[src/rtl/alu_md_control_pkg.sv]
// Shared definitions for the ALU control decoder and the multiply/divide
// sequencer: ALUOp values, funct/opcode values, ALU control codes, FSM encoding.
package alu_md_control_pkg;

    // ALUOp values driven by main control
    localparam logic [5:0] ALUOP_ADD   = 6'b000000;
    localparam logic [5:0] ALUOP_SUB   = 6'b000001;
    localparam logic [5:0] ALUOP_RTYPE = 6'b000010;

    // I-type opcodes forwarded on the ALUOp bus
    localparam logic [5:0] OPC_ADDIU = 6'b001001;
    localparam logic [5:0] OPC_SLTI  = 6'b001010;
    localparam logic [5:0] OPC_SLTIU = 6'b001011;
    localparam logic [5:0] OPC_ANDI  = 6'b001100;
    localparam logic [5:0] OPC_ORI   = 6'b001101;

    // R-type funct values
    localparam logic [5:0] FN_MFHI  = 6'b010000;
    localparam logic [5:0] FN_MFLO  = 6'b010010;
    localparam logic [5:0] FN_MULT  = 6'b011000;
    localparam logic [5:0] FN_MULTU = 6'b011001;
    localparam logic [5:0] FN_DIV   = 6'b011010;
    localparam logic [5:0] FN_DIVU  = 6'b011011;
    localparam logic [5:0] FN_ADDU  = 6'b100001;
    localparam logic [5:0] FN_SUBU  = 6'b100011;
    localparam logic [5:0] FN_AND   = 6'b100100;
    localparam logic [5:0] FN_OR    = 6'b100101;
    localparam logic [5:0] FN_XOR   = 6'b100110;
    localparam logic [5:0] FN_SLT   = 6'b101010;
    localparam logic [5:0] FN_SLTU  = 6'b101011;

    // ALU control codes
    localparam logic [3:0] CTL_AND   = 4'b0000;
    localparam logic [3:0] CTL_OR    = 4'b0001;
    localparam logic [3:0] CTL_ADD   = 4'b0010;
    localparam logic [3:0] CTL_XOR   = 4'b0011;
    localparam logic [3:0] CTL_ADDU  = 4'b0100;
    localparam logic [3:0] CTL_SUBU  = 4'b0101;
    localparam logic [3:0] CTL_SUB   = 4'b0110;
    localparam logic [3:0] CTL_SLT   = 4'b0111;
    localparam logic [3:0] CTL_MULT  = 4'b1000;
    localparam logic [3:0] CTL_MULTU = 4'b1001;
    localparam logic [3:0] CTL_SLTU  = 4'b1010;
    localparam logic [3:0] CTL_DIV   = 4'b1011;
    localparam logic [3:0] CTL_DIVU  = 4'b1100;
    localparam logic [3:0] CTL_MFHI  = 4'b1101;
    localparam logic [3:0] CTL_MFLO  = 4'b1110;

    // Sequencer states
    typedef enum logic [1:0] {
        ST_IDLE = 2'b00,
        ST_RUN  = 2'b01,
        ST_FIX  = 2'b10
    } md_state_e;

    // Operation kind, equal to funct[1:0] of the four md instructions
    typedef enum logic [1:0] {
        MD_MULT  = 2'b00,
        MD_MULTU = 2'b01,
        MD_DIV   = 2'b10,
        MD_DIVU  = 2'b11
    } md_kind_e;

    // True for the four funct codes handled by the sequencer
    function automatic logic is_md_funct(input logic [5:0] f);
        logic r;
        case (f)
            FN_MULT, FN_MULTU, FN_DIV, FN_DIVU: r = 1'b1;
            default:                            r = 1'b0;
        endcase
        return r;
    endfunction

    // True for the HI/LO read instructions
    function automatic logic is_hl_funct(input logic [5:0] f);
        logic r;
        case (f)
            FN_MFHI, FN_MFLO: r = 1'b1;
            default:          r = 1'b0;
        endcase
        return r;
    endfunction

endpackage

[src/rtl/alu_md_control_md_seq_core.sv]
// Multi-cycle radix-2 multiply/divide sequencer: operand capture, W
// shift-add / restoring shift-subtract steps, sign fix-up and HI/LO update.
module md_seq_core
    import alu_md_control_pkg::*;
#(
    parameter int W     = 32,
    parameter int CNT_W = $clog2(W) + 1
) (
    input  logic         clk,
    input  logic         rst_n,
    input  logic         start,
    input  md_kind_e     kind,
    input  logic [W-1:0] a,
    input  logic [W-1:0] b,
    output logic         busy,
    output logic         done,
    output logic [W-1:0] hi,
    output logic [W-1:0] lo
);

    md_state_e        state_r;
    md_state_e        state_nxt_s;
    logic [CNT_W-1:0] count_r;
    logic [2*W-1:0]   acc_r;
    logic [W-1:0]     opnd_r;
    logic             is_div_r;
    logic             neg_res_r;
    logic             neg_rem_r;
    logic [W-1:0]     hi_r;
    logic [W-1:0]     lo_r;
    logic             done_r;

    logic             sign_op_s;
    logic             div_op_s;
    logic [W-1:0]     a_mag_s;
    logic [W-1:0]     b_mag_s;
    logic [W:0]       mul_sum_s;
    logic [W:0]       div_shift_s;
    logic [W:0]       div_diff_s;
    logic [2*W-1:0]   acc_step_s;
    logic [2*W-1:0]   prod_s;
    logic [W-1:0]     hi_fix_s;
    logic [W-1:0]     lo_fix_s;

    // Two's complement negate at operand width
    function automatic logic [W-1:0] negate(input logic [W-1:0] v);
        return (~v) + W'(1);
    endfunction

    // Absolute value for signed operations, raw value otherwise
    function automatic logic [W-1:0] magnitude(input logic [W-1:0] v, input logic use_sign);
        logic [W-1:0] r;
        if (use_sign && v[W-1]) begin
            r = negate(v);
        end else begin
            r = v;
        end
        return r;
    endfunction

    // Operand conditioning on the accept cycle
    always_comb begin
        sign_op_s = (kind == MD_MULT) || (kind == MD_DIV);
        div_op_s  = (kind == MD_DIV)  || (kind == MD_DIVU);
        a_mag_s   = magnitude(a, sign_op_s);
        b_mag_s   = magnitude(b, sign_op_s);
    end

    // One radix-2 step: acc = {high half, low half}; multiply consumes the
    // multiplier from the low half, divide shifts the dividend out of it and
    // quotient bits into it while the high half holds the partial remainder.
    always_comb begin
        mul_sum_s   = {1'b0, acc_r[2*W-1:W]} + (acc_r[0] ? {1'b0, opnd_r} : {(W+1){1'b0}});
        div_shift_s = {acc_r[2*W-1:W], acc_r[W-1]};
        div_diff_s  = div_shift_s - {1'b0, opnd_r};
        if (is_div_r) begin
            if (!div_diff_s[W]) begin
                acc_step_s = {div_diff_s[W-1:0], acc_r[W-2:0], 1'b1};
            end else begin
                acc_step_s = {div_shift_s[W-1:0], acc_r[W-2:0], 1'b0};
            end
        end else begin
            acc_step_s = {mul_sum_s, acc_r[W-1:1]};
        end
    end

    // Sign fix-up of the finished magnitudes
    always_comb begin
        prod_s = neg_res_r ? ((~acc_r) + (2*W)'(1)) : acc_r;
        if (is_div_r) begin
            lo_fix_s = neg_res_r ? negate(acc_r[W-1:0]) : acc_r[W-1:0];
            hi_fix_s = neg_rem_r ? negate(acc_r[2*W-1:W]) : acc_r[2*W-1:W];
        end else begin
            lo_fix_s = prod_s[W-1:0];
            hi_fix_s = prod_s[2*W-1:W];
        end
    end

    // Next-state logic for the IDLE -> RUN -> FIX -> IDLE sequence
    always_comb begin
        state_nxt_s = state_r;
        case (state_r)
            ST_IDLE: begin
                if (start) begin
                    state_nxt_s = ST_RUN;
                end else begin
                    state_nxt_s = ST_IDLE;
                end
            end
            ST_RUN: begin
                if (count_r == CNT_W'(1)) begin
                    state_nxt_s = ST_FIX;
                end else begin
                    state_nxt_s = ST_RUN;
                end
            end
            ST_FIX:  state_nxt_s = ST_IDLE;
            default: state_nxt_s = ST_IDLE;
        endcase
    end

    // State register
    always_ff @(posedge clk or negedge rst_n) begin
        if (!rst_n) begin
            state_r <= ST_IDLE;
        end else begin
            state_r <= state_nxt_s;
        end
    end

    // Datapath registers: capture, iterate, write back HI/LO
    always_ff @(posedge clk or negedge rst_n) begin
        if (!rst_n) begin
            count_r   <= '0;
            acc_r     <= '0;
            opnd_r    <= '0;
            is_div_r  <= 1'b0;
            neg_res_r <= 1'b0;
            neg_rem_r <= 1'b0;
            hi_r      <= '0;
            lo_r      <= '0;
        end else begin
            case (state_r)
                ST_IDLE: begin
                    if (start) begin
                        count_r   <= CNT_W'(W);
                        acc_r     <= {{W{1'b0}}, (div_op_s ? a_mag_s : b_mag_s)};
                        opnd_r    <= div_op_s ? b_mag_s : a_mag_s;
                        is_div_r  <= div_op_s;
                        neg_res_r <= sign_op_s && (a[W-1] ^ b[W-1]);
                        neg_rem_r <= sign_op_s && a[W-1];
                    end else begin
                        count_r   <= count_r;
                    end
                end
                ST_RUN: begin
                    acc_r   <= acc_step_s;
                    count_r <= count_r - CNT_W'(1);
                end
                ST_FIX: begin
                    hi_r <= hi_fix_s;
                    lo_r <= lo_fix_s;
                end
                default: begin
                    count_r <= '0;
                end
            endcase
        end
    end

    // Completion pulse in the cycle after HI/LO are written
    always_ff @(posedge clk or negedge rst_n) begin
        if (!rst_n) begin
            done_r <= 1'b0;
        end else begin
            done_r <= (state_r == ST_FIX);
        end
    end

    assign busy = (state_r != ST_IDLE);
    assign done = done_r;
    assign hi   = hi_r;
    assign lo   = lo_r;

endmodule

[src/rtl/alu_md_control.sv]
// ALU control decoder with multiply/divide sequencer and pipeline stall
// handshake for md and HI/LO read instructions.
module alu_md_control
    import alu_md_control_pkg::*;
#(
    parameter int W     = 32,
    parameter int CNT_W = $clog2(W) + 1
) (
    input  logic         clk,
    input  logic         rst_n,
    input  logic         valid,
    input  logic [5:0]   op,
    input  logic [5:0]   funct,
    input  logic [W-1:0] rs_val,
    input  logic [W-1:0] rt_val,
    output logic [3:0]   control,
    output logic         stall,
    output logic [W-1:0] hi,
    output logic [W-1:0] lo,
    output logic         md_busy,
    output logic         md_done
);

    logic       md_op_s;
    logic       hl_rd_s;
    logic       busy_s;
    logic [3:0] control_s;

    // ALUOp/funct to ALU control code
    always_comb begin
        control_s = CTL_AND;
        case (op)
            ALUOP_ADD: control_s = CTL_ADD;
            ALUOP_SUB: control_s = CTL_SUB;
            ALUOP_RTYPE: begin
                case (funct)
                    FN_ADDU:  control_s = CTL_ADDU;
                    FN_SUBU:  control_s = CTL_SUBU;
                    FN_AND:   control_s = CTL_AND;
                    FN_OR:    control_s = CTL_OR;
                    FN_XOR:   control_s = CTL_XOR;
                    FN_SLT:   control_s = CTL_SLT;
                    FN_SLTU:  control_s = CTL_SLTU;
                    FN_MULT:  control_s = CTL_MULT;
                    FN_MULTU: control_s = CTL_MULTU;
                    FN_DIV:   control_s = CTL_DIV;
                    FN_DIVU:  control_s = CTL_DIVU;
                    FN_MFHI:  control_s = CTL_MFHI;
                    FN_MFLO:  control_s = CTL_MFLO;
                    default:  control_s = CTL_AND;
                endcase
            end
            OPC_ADDIU: control_s = CTL_ADDU;
            OPC_ANDI:  control_s = CTL_AND;
            OPC_ORI:   control_s = CTL_OR;
            OPC_SLTI:  control_s = CTL_SLT;
            OPC_SLTIU: control_s = CTL_SLTU;
            default:   control_s = CTL_AND;
        endcase
    end

    // Classify the EX instruction; only md and HI/LO reads interact with the sequencer
    always_comb begin
        md_op_s = valid && (op == ALUOP_RTYPE) && is_md_funct(funct);
        hl_rd_s = valid && (op == ALUOP_RTYPE) && is_hl_funct(funct);
    end

    md_seq_core #(
        .W     (W),
        .CNT_W (CNT_W)
    ) u_core (
        .clk   (clk),
        .rst_n (rst_n),
        .start (md_op_s),
        .kind  (md_kind_e'(funct[1:0])),
        .a     (rs_val),
        .b     (rt_val),
        .busy  (busy_s),
        .done  (md_done),
        .hi    (hi),
        .lo    (lo)
    );

    assign control = control_s;
    assign stall   = (md_op_s || hl_rd_s) && busy_s;
    assign md_busy = busy_s;

endmodule

[config.mk]
export PLATFORM = sky130hd
export DESIGN_NAME = alu_md_control
export DESIGN_NICKNAME = d
export VERILOG_FILES = /design/src/rtl/alu_md_control_pkg.sv /design/src/rtl/alu_md_control_md_seq_core.sv /design/src/rtl/alu_md_control.sv
export SDC_FILE = /design/constraint.sdc
export NUM_CORES = 1
export LEC_CHECK = 0
export CAP_MARGIN = 20
export CORE_MARGIN = 2
export CORE_UTILIZATION = 30
export CTS_CLUSTER_SIZE = 40
export DETAILED_ROUTE_END_ITERATION = 6
export HOLD_SLACK_MARGIN = 0.1
export SKIP_LAST_GASP = 1
export SLEW_MARGIN = 40
export SYNTH_ARGS = -nofsm -noshare
export SYNTH_HDL_FRONTEND = slang
export SYNTH_SLANG_ARGS = --single-unit
export TNS_END_PERCENT = 5
[constraint.sdc]
create_clock -name clk -period 10.4 [get_ports clk]
set_clock_uncertainty 0.1 [all_clocks]
set_input_delay 2.6 -clock clk [delete_from_list [all_inputs] [get_ports clk]]
set_output_delay 2.6 -clock clk [all_outputs]
set_load 0.02 [all_outputs]
==> flow_metrics.env, run 1 <==
export IMPL_outcome="finished clean"
export IMPL_rsz0062_at_grt="false"
export IMPL_critPathTopFamily="buffers and inverters"
export IMPL_slew_violations=0
export IMPL_critical_path_max_fanout=8
export IMPL_grt_start_max_net_pins=96
export IMPL_drive_above_1_share_pct=3.97
export IMPL_synth_top_cells_by_count="nand2_1, o21ai_0, nor2_1"
export IMPL_path_class="in2out"
export IMPL_drc=0
export IMPL_fin_crit_sh_pct=77.7
export IMPL_synthCells=1960
export IMPL_synth_most_common_cell="nand2_1"
export IMPL_p_per_area_nw_per_um2=218
export IMPL_ys_types=69
export IMPL_path_clk_slew_ps=60
export IMPL_clk_latency_ps=460
export IMPL_avgRoutedWirePerCell_um=19.3
export IMPL_postCtsSetupRepairBufs=0
export IMPL_relSlewSlack_pct=42.4
export IMPL_num_io_pins=150
export IMPL_drt_iter0_markers=1253
export IMPL_first_pass_iters=5
export IMPL_syn_area_sq_um=14900
export IMPL_grt_util_all_layers_pct=20.3
export IMPL_finalHoldWorstSlack_ps=377
export IMPL_max_freq_ghz=0.124
export IMPL_hold_class="reg2reg"
export IMPL_yosysWarnings=0
export IMPL_place_area_sq_um=16900
export IMPL_critPathBufInv=3
export IMPL_die_h_um=227
export IMPL_async_reset_ff_share_pct=100
export IMPL_via_count=14800
export IMPL_dieArea_sq_um=51300
export IMPL_path_cells="clkdlybuf4s50_1 > inv_1 > ha_1 > or2_2 > o311ai_1 > a21boi_0 > clkdlybuf4s50_1"
export IMPL_cap_viol_max_count=0
export IMPL_cp_common_cell="clkdlybuf4s50_1"
export IMPL_area_growth_pct=18.2
export IMPL_rows=81
export IMPL_fin_area_sq_um=17500
export IMPL_power_leakage_nw=7.49
export IMPL_cts_made_buffers=17
export IMPL_cp_data_required_time_ps=7700
export IMPL_synth_flop_cell="dfrtp_1"
export IMPL_gp_congestion=0.951
export IMPL_cts_root_buf="clkbuf_16"
export IMPL_cts_tree="done"
export IMPL_cp_arrival_ps=5380
export IMPL_grt_pass1_wl_mm=81.2
export IMPL_finalPower_mw=3.82
export IMPL_clock_path_buffers=2
export IMPL_fin_crit_ps=8080
export IMPL_port_buffers=149
export IMPL_hpwl_mm=40.2
export IMPL_fp_dieW_um=227
export IMPL_syn_nets=2115
export IMPL_avgSynthCellArea_sq_um=7.58
export IMPL_diodes=0
export IMPL_fin_nets=2182
export IMPL_first_global_vias=14000
export IMPL_synth_top_area_cell="dfrtp_1"
export IMPL_worst_slew_pin_slew_ps=863
export IMPL_synth_edf_count=0
export IMPL_vias_per_cell=5.46
export IMPL_synthTopCellsByArea="dfrtp_1, o21ai_0, nand2_1"
export IMPL_cp_slowest_cell="o311ai_1"
export IMPL_finalSetupTns_ps=0
export IMPL_clock_sinks=172
export IMPL_setup_viol=0
export IMPL_cts_resized=0
export IMPL_synth_top_area_share_pct=29.0
export IMPL_cts_hold_buffers_added=0
export IMPL_hold_violations=0
export IMPL_antenna_found_initial=0
export IMPL_cts_max_level=4
export IMPL_initial_core_util_pct=30.3
export IMPL_ant_nets=0
export IMPL_cpPeakStageDelay_ps=670
export IMPL_core_sq_um=49000
export IMPL_start_kind="input pin"
export IMPL_ys_seq_elements=172
export IMPL_synth_seq_area_share_pct=29.0
export IMPL_peakVddDrop_uv=127
export IMPL_overflow=0
export IMPL_fin_util_pct=35.8
export IMPL_wl_mm=52.1
export IMPL_crit_path_end_kind="output port"
## layout make-up
| class | count | area, sq um |
|---|---|---|
| clock buffers | 21 | 470 |
| repair buffers | 168 | 1660 |
| flip-flops and latches | 172 | 4310 |
| multi-input cells | 1587 | 9840 |
| clock inverters | 11 | 133 |
| inverters | 81 | 304 |
| fillers | 5128 | 31400 |
| well taps | 664 | 831 |
## state kept, by name (all words and copies together) (netlist names), 2 cells and up
name            cells
u_core.state_r      2
u_core.opnd_r      32
u_core.hi          32
u_core.lo          32
u_core.count_r      6
u_core.acc_r       64
## kinds of logic (layout without fill, tap and decap cells)
| kind of cell | count (synthesis) | after routing | synth area share, % |
|---|---|---|---|
| AO/OA/AOI/OAI | 615 | 615 | 25.2 |
| XOR/XNOR | 168 | 168 | 9.91 |
| adder cells (fa/ha/maj) | 76 | 76 | 6.50 |
| buffers and inverters | 201 | 281 | 5.13 |
| flip-flops | 172 | 172 | 29.0 |
| multiplexers | 58 | 58 | 3.94 |
| AND/OR/NAND/NOR | 670 | 670 | 20.4 |
## through the flow
stage | setup slack, ps | cells
4_1_cts | 2260 | 2703
3_3_place_gp | 2170 | 2671
2_1_floorplan | 3480 | 1960
5_1_grt | 2130 | 2704
6_report | 2320 | 2704
3_5_place_dp | 2290 | 2671
## placed cells by master (no fill, tap or decap), types with 5 or more instances in the layout
| cell | instances |
|---|---|
| mux2i_1 | 54 |
| ha_1 | 74 |
| o221ai_1 | 10 |
| o21ai_1 | 7 |
| a32oi_1 | 6 |
| a31oi_1 | 36 |
| inv_1 | 80 |
| a21oi_1 | 143 |
| clkdlybuf4s50_1 | 148 |
| and2_1 | 7 |
| nor2_1 | 188 |
| o31ai_1 | 26 |
| a41oi_1 | 5 |
| o21a_1 | 7 |
| a211oi_1 | 9 |
| or2_2 | 7 |
| o21bai_1 | 8 |
| nor3_1 | 45 |
| o21ai_0 | 225 |
| and3_1 | 9 |
| nand2b_1 | 17 |
| o211ai_1 | 28 |
| nand3_1 | 38 |
| o22ai_1 | 5 |
| nand2_1 | 261 |
| or3_1 | 13 |
| xnor2_1 | 82 |
| clkbuf_16 | 17 |
| nor4_1 | 17 |
| o41ai_1 | 13 |
| dfrtp_1 | 171 |
| or4_1 | 14 |
| xor2_1 | 86 |
| nand4_1 | 12 |
| nor2b_1 | 16 |
| buf_4 | 17 |
| a21o_1 | 27 |
| a22oi_1 | 20 |
## report_power, final
group | internal, mW | total, mW | switching (mW)
registers | 0.791 | 1.17 | 0.376
clock network | 0.377 | 0.677 | 0.300
logic | 0.806 | 1.97 | 1.17
## worst min-delay path: cells and delay by family, from the launching register on
kind | cells | cell delay, ps
and+or+nand+nor | 1 | 40
AOI/OAI and AO/OA | 1 | 60
DFF | 1 | 340
## path summary, 6_finish.rpt
kind | cells past startpoint | slack, ps | to | startpoint
min in group asynchronous | 1 | 1880 | u_core.lo[4] | rst_n
setup / recovery | 7 | 2320 | stall | funct[0]
setup reg to reg | 12 | 5750 | u_core.acc_r[61] | u_core.acc_r[0]
hold reg to reg | 2 | 380 | u_core.hi[8] | u_core.hi[8]
max in group asynchronous | 3 | 6860 | u_core.is_div_r | rst_n
hold / removal | 2 | 380 | u_core.hi[8] | u_core.hi[8]
## per-layer routing
layer	share of wire (%)	track usage (%)	up-vias
li1	-	-	7125
met1	48	29.2	7125
met2	44	31.5	469
met3	6.2	3.43	57
met4	1.6	4.63	0
met5	0	0	-
(Power assumes the default switching activity.)
==> run 2: changes to the inputs <==
Clock period 10.4 ns to 7.75 ns, I/O delays scaled along.
==> run 2 against run 1 <==
Net effect:
- die area stayed put
- critical path depth rose by 1
- routed wire length is 0.66% higher
- register-to-register slack worse by 2700 ps
- cell area is 0.14% lower
- sequential cell count unchanged
- utilization fell by 0.051 points
- largest cell class unchanged
==> flow_metrics.env, run 2 (synthesis gave the netlist of run 1 again) <==
export IMPL_hold_violations=0
export IMPL_initial_core_util_pct=30.3
export IMPL_postCtsSetupRepairBufs=0
export IMPL_die_h_um=227
export IMPL_grt_util_all_layers_pct=20.3
export IMPL_grt_start_max_net_pins=103
export IMPL_clock_sinks=172
export IMPL_path_class="in2out"
export IMPL_r2r_end="u_core.acc_r[61]"
export IMPL_peakVddDrop_uv=187
export IMPL_rows=81
export IMPL_core_sq_um=49000
export IMPL_p_per_area_nw_per_um2=294
export IMPL_cts_made_buffers=17
export IMPL_multiInputGateArea_sq_um=9850
export IMPL_clk_latency_ps=480
export IMPL_first_global_vias=13700
export IMPL_outcome="finished clean"
export IMPL_worst_slew_pin_slew_ps=863
export IMPL_vias_per_cell=5.50
export IMPL_seq_area_sq_um=4310
export IMPL_worst_r2r_setup_slack_ps=3070
export IMPL_setup_ws_ps=1230
export IMPL_overflow=0
export IMPL_critical_path_max_fanout=4
export IMPL_cap_viol_max_count=0
export IMPL_via_count=14900
export IMPL_crit_end="stall"
export IMPL_gp_congestion=0.947
export IMPL_reg2reg_from="u_core.acc_r[0]"
export IMPL_drive_above_1_share_pct=4.03
export IMPL_drt_iter0_markers=1247
export IMPL_power_leakage_nw=7.47
export IMPL_ant_nets=0
export IMPL_fp_dieW_um=227
export IMPL_fill_cells=5147
export IMPL_path_clk_slew_ps=70
export IMPL_fin_area_sq_um=17500
export IMPL_clock_path_buffers=2
export IMPL_fin_nets=2179
export IMPL_cts_tree="done"
export IMPL_clkPwrFrac_pct=17.7
export IMPL_fin_crit_sh_pct=84.2
export IMPL_p_seq_share_pct=30.8
export IMPL_startpoint="op[2]"
export IMPL_rsz0062_at_grt="false"
export IMPL_fin_crit_ps=6520
export IMPL_slew_violations=0
export IMPL_cp_data_required_time_ps=5710
export IMPL_top_register="u_core.acc_r"
export IMPL_area_growth_pct=18.0
export IMPL_start_kind="input pin"
export IMPL_hold_class="reg2reg"
export IMPL_cp_common_cell="clkdlybuf4s50_1"
export IMPL_power_switching_mw=2.52
export IMPL_cts_max_level=4
export IMPL_finalSetupTns_ps=0
export IMPL_crit_path_end_kind="output port"
export IMPL_port_buffers=149
export IMPL_intPower_mw=2.63
export IMPL_switching_share_pct=48.9
export IMPL_cpPeakStageDelay_ps=640
export IMPL_grt_pass1_wl_mm=80.8
export IMPL_final_common_cell="nand2_1"
export IMPL_place_ws_ps=1240
export IMPL_antenna_found_initial=2
export IMPL_num_io_pins=150
export IMPL_max_freq_ghz=0.153
export IMPL_worstRegToRegCells=12
export IMPL_largest_register_ff_count=64
export IMPL_hpwl_mm=40.3
export IMPL_layout_common_cells="nand2_1, o21ai_0, nor2_1"
export IMPL_combPwrFrac_pct=51.5
export IMPL_cp_slowest_cell="clkdlybuf4s50_1"
export IMPL_cp_arrival_ps=4490
export IMPL_wl_mm=52.5
export IMPL_finalHoldWorstSlack_ps=379
export IMPL_cts_root_buf="clkbuf_16"
export IMPL_first_pass_iters=5
export IMPL_diodes=0
export IMPL_drc=0
export IMPL_cts_hold_buffers_added=0
export IMPL_cts_resized=0
export IMPL_relSlewSlack_pct=42.3
export IMPL_dieArea_sq_um=51300
export IMPL_avgRoutedWirePerCell_um=19.4
export IMPL_path_cells="clkdlybuf4s50_1 > or3_1 > nor3_1 > nor4bb_1 > o311ai_0 > buf_4 > a21boi_0 > clkdlybuf4s50_1"
export IMPL_setup_viol=0
export IMPL_place_area_sq_um=16900
-- run 2: changes by cell type in the layout (fill, tap and decap cells not counted), sizes merged --
| cell | delta |
|---|---|
| buf | -3 |
| clkbuf | -3 |
| inv | +3 |
-- run 2: final cells by class --
| cell class | count | area share, % |
|---|---|---|
| Inverter | 81 | 1.74 |
| Timing Repair Buffer | 165 | 9.29 |
| Tap cell | 664 | 4.74 |
| Sequential cell | 172 | 24.6 |
| Clock buffer | 18 | 2.45 |
| Multi-Input combinational cell | 1587 | 56.2 |
| Clock inverter | 14 | 1.00 |
-- run 2: power groups by stage --
stage,Sequential [mW],Clock (mW),Combinational (mW)
5_1_grt,1.60,0.964,2.94
3_5_place_dp,1.57,0,2.60
3_3_place_gp,1.57,0,2.58
6_report,1.58,0.911,2.65
2_1_floorplan,1.27,0,2.08
4_1_cts,1.55,0.924,2.62
-- run 2: metrics by stage --
step	power [mW]	cells	util, %
final	5.15	2701	35.8
after floorplan	3.35	1960	-
after global routing	5.50	2701	35.8
after CTS	5.09	2701	35.8
after global placement	4.14	2669	34.5
after detailed placement	4.17	2669	34.5
-- run 2: worst min path at each step --
| stage | start | to | slack (ps) | cells after the start |
|---|---|---|---|---|
| floorplan | u_core.opnd_r[26] | u_core.opnd_r[26] | 360 | 2 |
| global placement | u_core.hi[13] | u_core.hi[13] | 360 | 2 |
| detailed placement | u_core.hi[31] | u_core.hi[31] | 370 | 2 |
| CTS | u_core.hi[31] | u_core.hi[31] | 390 | 2 |
| global route | u_core.hi[31] | u_core.hi[31] | 400 | 2 |
| finish | u_core.lo[18] | u_core.lo[18] | 380 | 2 |
-- run 2: metal layers --
metal  share of wire, %  vias up  track usage (%)
met5              0.023        -                0
met4                1.7        2             4.97
met3                6.9       56             3.90
met2                 44      507             31.2
met1                 47     7175             29.0
li1                   -     7120                -
-- run 2: worst max-delay path: cells and delay by family --
kind / cells / cell delay, ps
buf+inv: 3 / 1280
compound gates: 2 / 380
simple gates: 3 / 900
==> run 3: changes to the inputs <==
Clock period 7.75 ns to 6.4 ns, I/O delays scaled along.
==> run 3 against run 2 <==
Net effect:
- global-route usage rose by 0.23 points
- critical path depth did not move
- cell area rose by 0.40%
- worst hold slack barely moved
- sequential share of layout area fell by 0.098 points
- non-clock buffer count rose by 7
- via count rose by 0.38%
- sequential cell count did not move
- setup slack got worse by 660 ps
- sequential power rose by 21%
- clock-buffer cell count rose by 2
- critical path type unchanged
- critical endpoint unchanged
- highest routed layer is now met4
==> flow_metrics.env, run 3 (synthesis gave the netlist of run 1 again) <==
export IMPL_p_per_area_nw_per_um2=353
export IMPL_dp_cells=2676
export IMPL_hpwl_mm=41.2
export IMPL_cap_viol_max_count=0
export IMPL_grt_util_all_layers_pct=20.5
export IMPL_cp_arrival_ps=4130
export IMPL_antenna_found_initial=0
export IMPL_grt_pass1_wl_mm=82.0
export IMPL_fp_dieW_um=227
export IMPL_start_kind="input pin"
export IMPL_first_pass_iters=6
export IMPL_cts_hold_buffers_added=0
export IMPL_fin_util_pct=35.9
export IMPL_setup_viol=0
export IMPL_core_sq_um=49000
export IMPL_rsz0062_at_grt="false"
export IMPL_slew_violations=0
export IMPL_gp_congestion=0.934
export IMPL_clk_latency_ps=460
export IMPL_cts_max_level=4
export IMPL_place_ws_ps=587
export IMPL_cts_made_buffers=17
export IMPL_top_register="u_core.acc_r"
export IMPL_path_class="in2out"
export IMPL_worst_r2r_setup_slack_ps=1740
export IMPL_cp_data_required_time_ps=4700
export IMPL_setup_ws_ps=571
export IMPL_fin_nets=2186
export IMPL_die_h_um=227
export IMPL_wl_mm=52.9
export IMPL_drt_iter0_markers=1333
export IMPL_crit_path_end_kind="output port"
export IMPL_initial_core_util_pct=30.3
export IMPL_postCtsSetupRepairBufs=0
export IMPL_via_count=14900
export IMPL_max_freq_ghz=0.172
export IMPL_largest_register_ff_count=64
export IMPL_vias_per_cell=5.51
export IMPL_clock_path_buffers=2
export IMPL_fin_crit_ps=5830
export IMPL_overflow=0
export IMPL_hold_class="reg2reg"
export IMPL_diodes=0
export IMPL_fin_crit_sh_pct=91.1
export IMPL_first_global_vias=14000
export IMPL_finalPower_mw=6.22
export IMPL_grt_start_max_net_pins=100
export IMPL_cts_root_buf="clkbuf_16"
export IMPL_final_common_cell="nand2_1"
export IMPL_outcome="finished clean"
export IMPL_finalSetupTns_ps=0
export IMPL_path_clk_slew_ps=70
export IMPL_worst_slew_pin_slew_ps=793
export IMPL_cts_resized=0
export IMPL_hold_violations=0
export IMPL_drive_above_1_share_pct=4.21
export IMPL_peakVddDrop_uv=237
export IMPL_power_leakage_nw=7.50
export IMPL_dieArea_sq_um=51300
export IMPL_final_cells=2708
export IMPL_drc=0
export IMPL_layout_common_cells="nand2_1, o21ai_0, nor2_1"
export IMPL_port_buffers=149
export IMPL_clock_sinks=172
export IMPL_ant_nets=0
export IMPL_rows=81
export IMPL_area_growth_pct=18.5
export IMPL_critical_path_max_fanout=4
export IMPL_cts_tree="done"
export IMPL_num_io_pins=150
export IMPL_avgRoutedWirePerCell_um=19.5
export IMPL_relSlewSlack_pct=46.8
[run 3: through the flow]
step | area (sq um) | hold slack, ps
finish | 17600 | 379
floorplan | 14900 | 356
detailed placement | 17000 | 369
global placement | 16900 | 363
global route | 17600 | 403
CTS | 17600 | 385
[run 3: path summary, 6_finish.rpt]
check / cells past startpoint / end / from
min in group asynchronous: 1 / u_core.lo[4] / rst_n
hold reg to reg: 2 / u_core.hi[2] / u_core.hi[2]
max in group asynchronous: 2 / u_core.is_div_r / rst_n
setup reg to reg: 13 / u_core.acc_r[0] / u_core.acc_r[31]
setup / recovery: 8 / stall / op[2]
hold / removal: 2 / u_core.hi[2] / u_core.hi[2]
[run 3: critical path, stage by stage]
cell and delay, ps:
clkdlybuf4s50_1 430, or3_1 440, nor3_1 130, nor4bb_1 320
o311ai_0 220, buf_4 200, a21boi_0 150, clkdlybuf4s50_1 640
[run 3: metal layers]
metal | routed length (um) | global-route usage, % | vias to the layer above
li1 | - | - | 7124
met5 | 0 | 0 | -
met3 | 4170 | 3.74 | 45
met1 | 24700 | 30.1 | 7190
met4 | 513 | 3.78 | 0
met2 | 23400 | 31.4 | 558
[run 3: final cells by class]
type	instances	area [sq um]
clock buffer	20	447
tap	664	831
clock inverter	12	138
fill	5114	31400
sequential	172	4310
multi-input combinational	1587	9850
timing repair buffer	172	1720
inverter	81	304
[run 3: power breakdown]
part	switching [mW]	internal, mW
combinational	1.91	1.31
sequential	0.622	1.29
clock	0.492	0.589
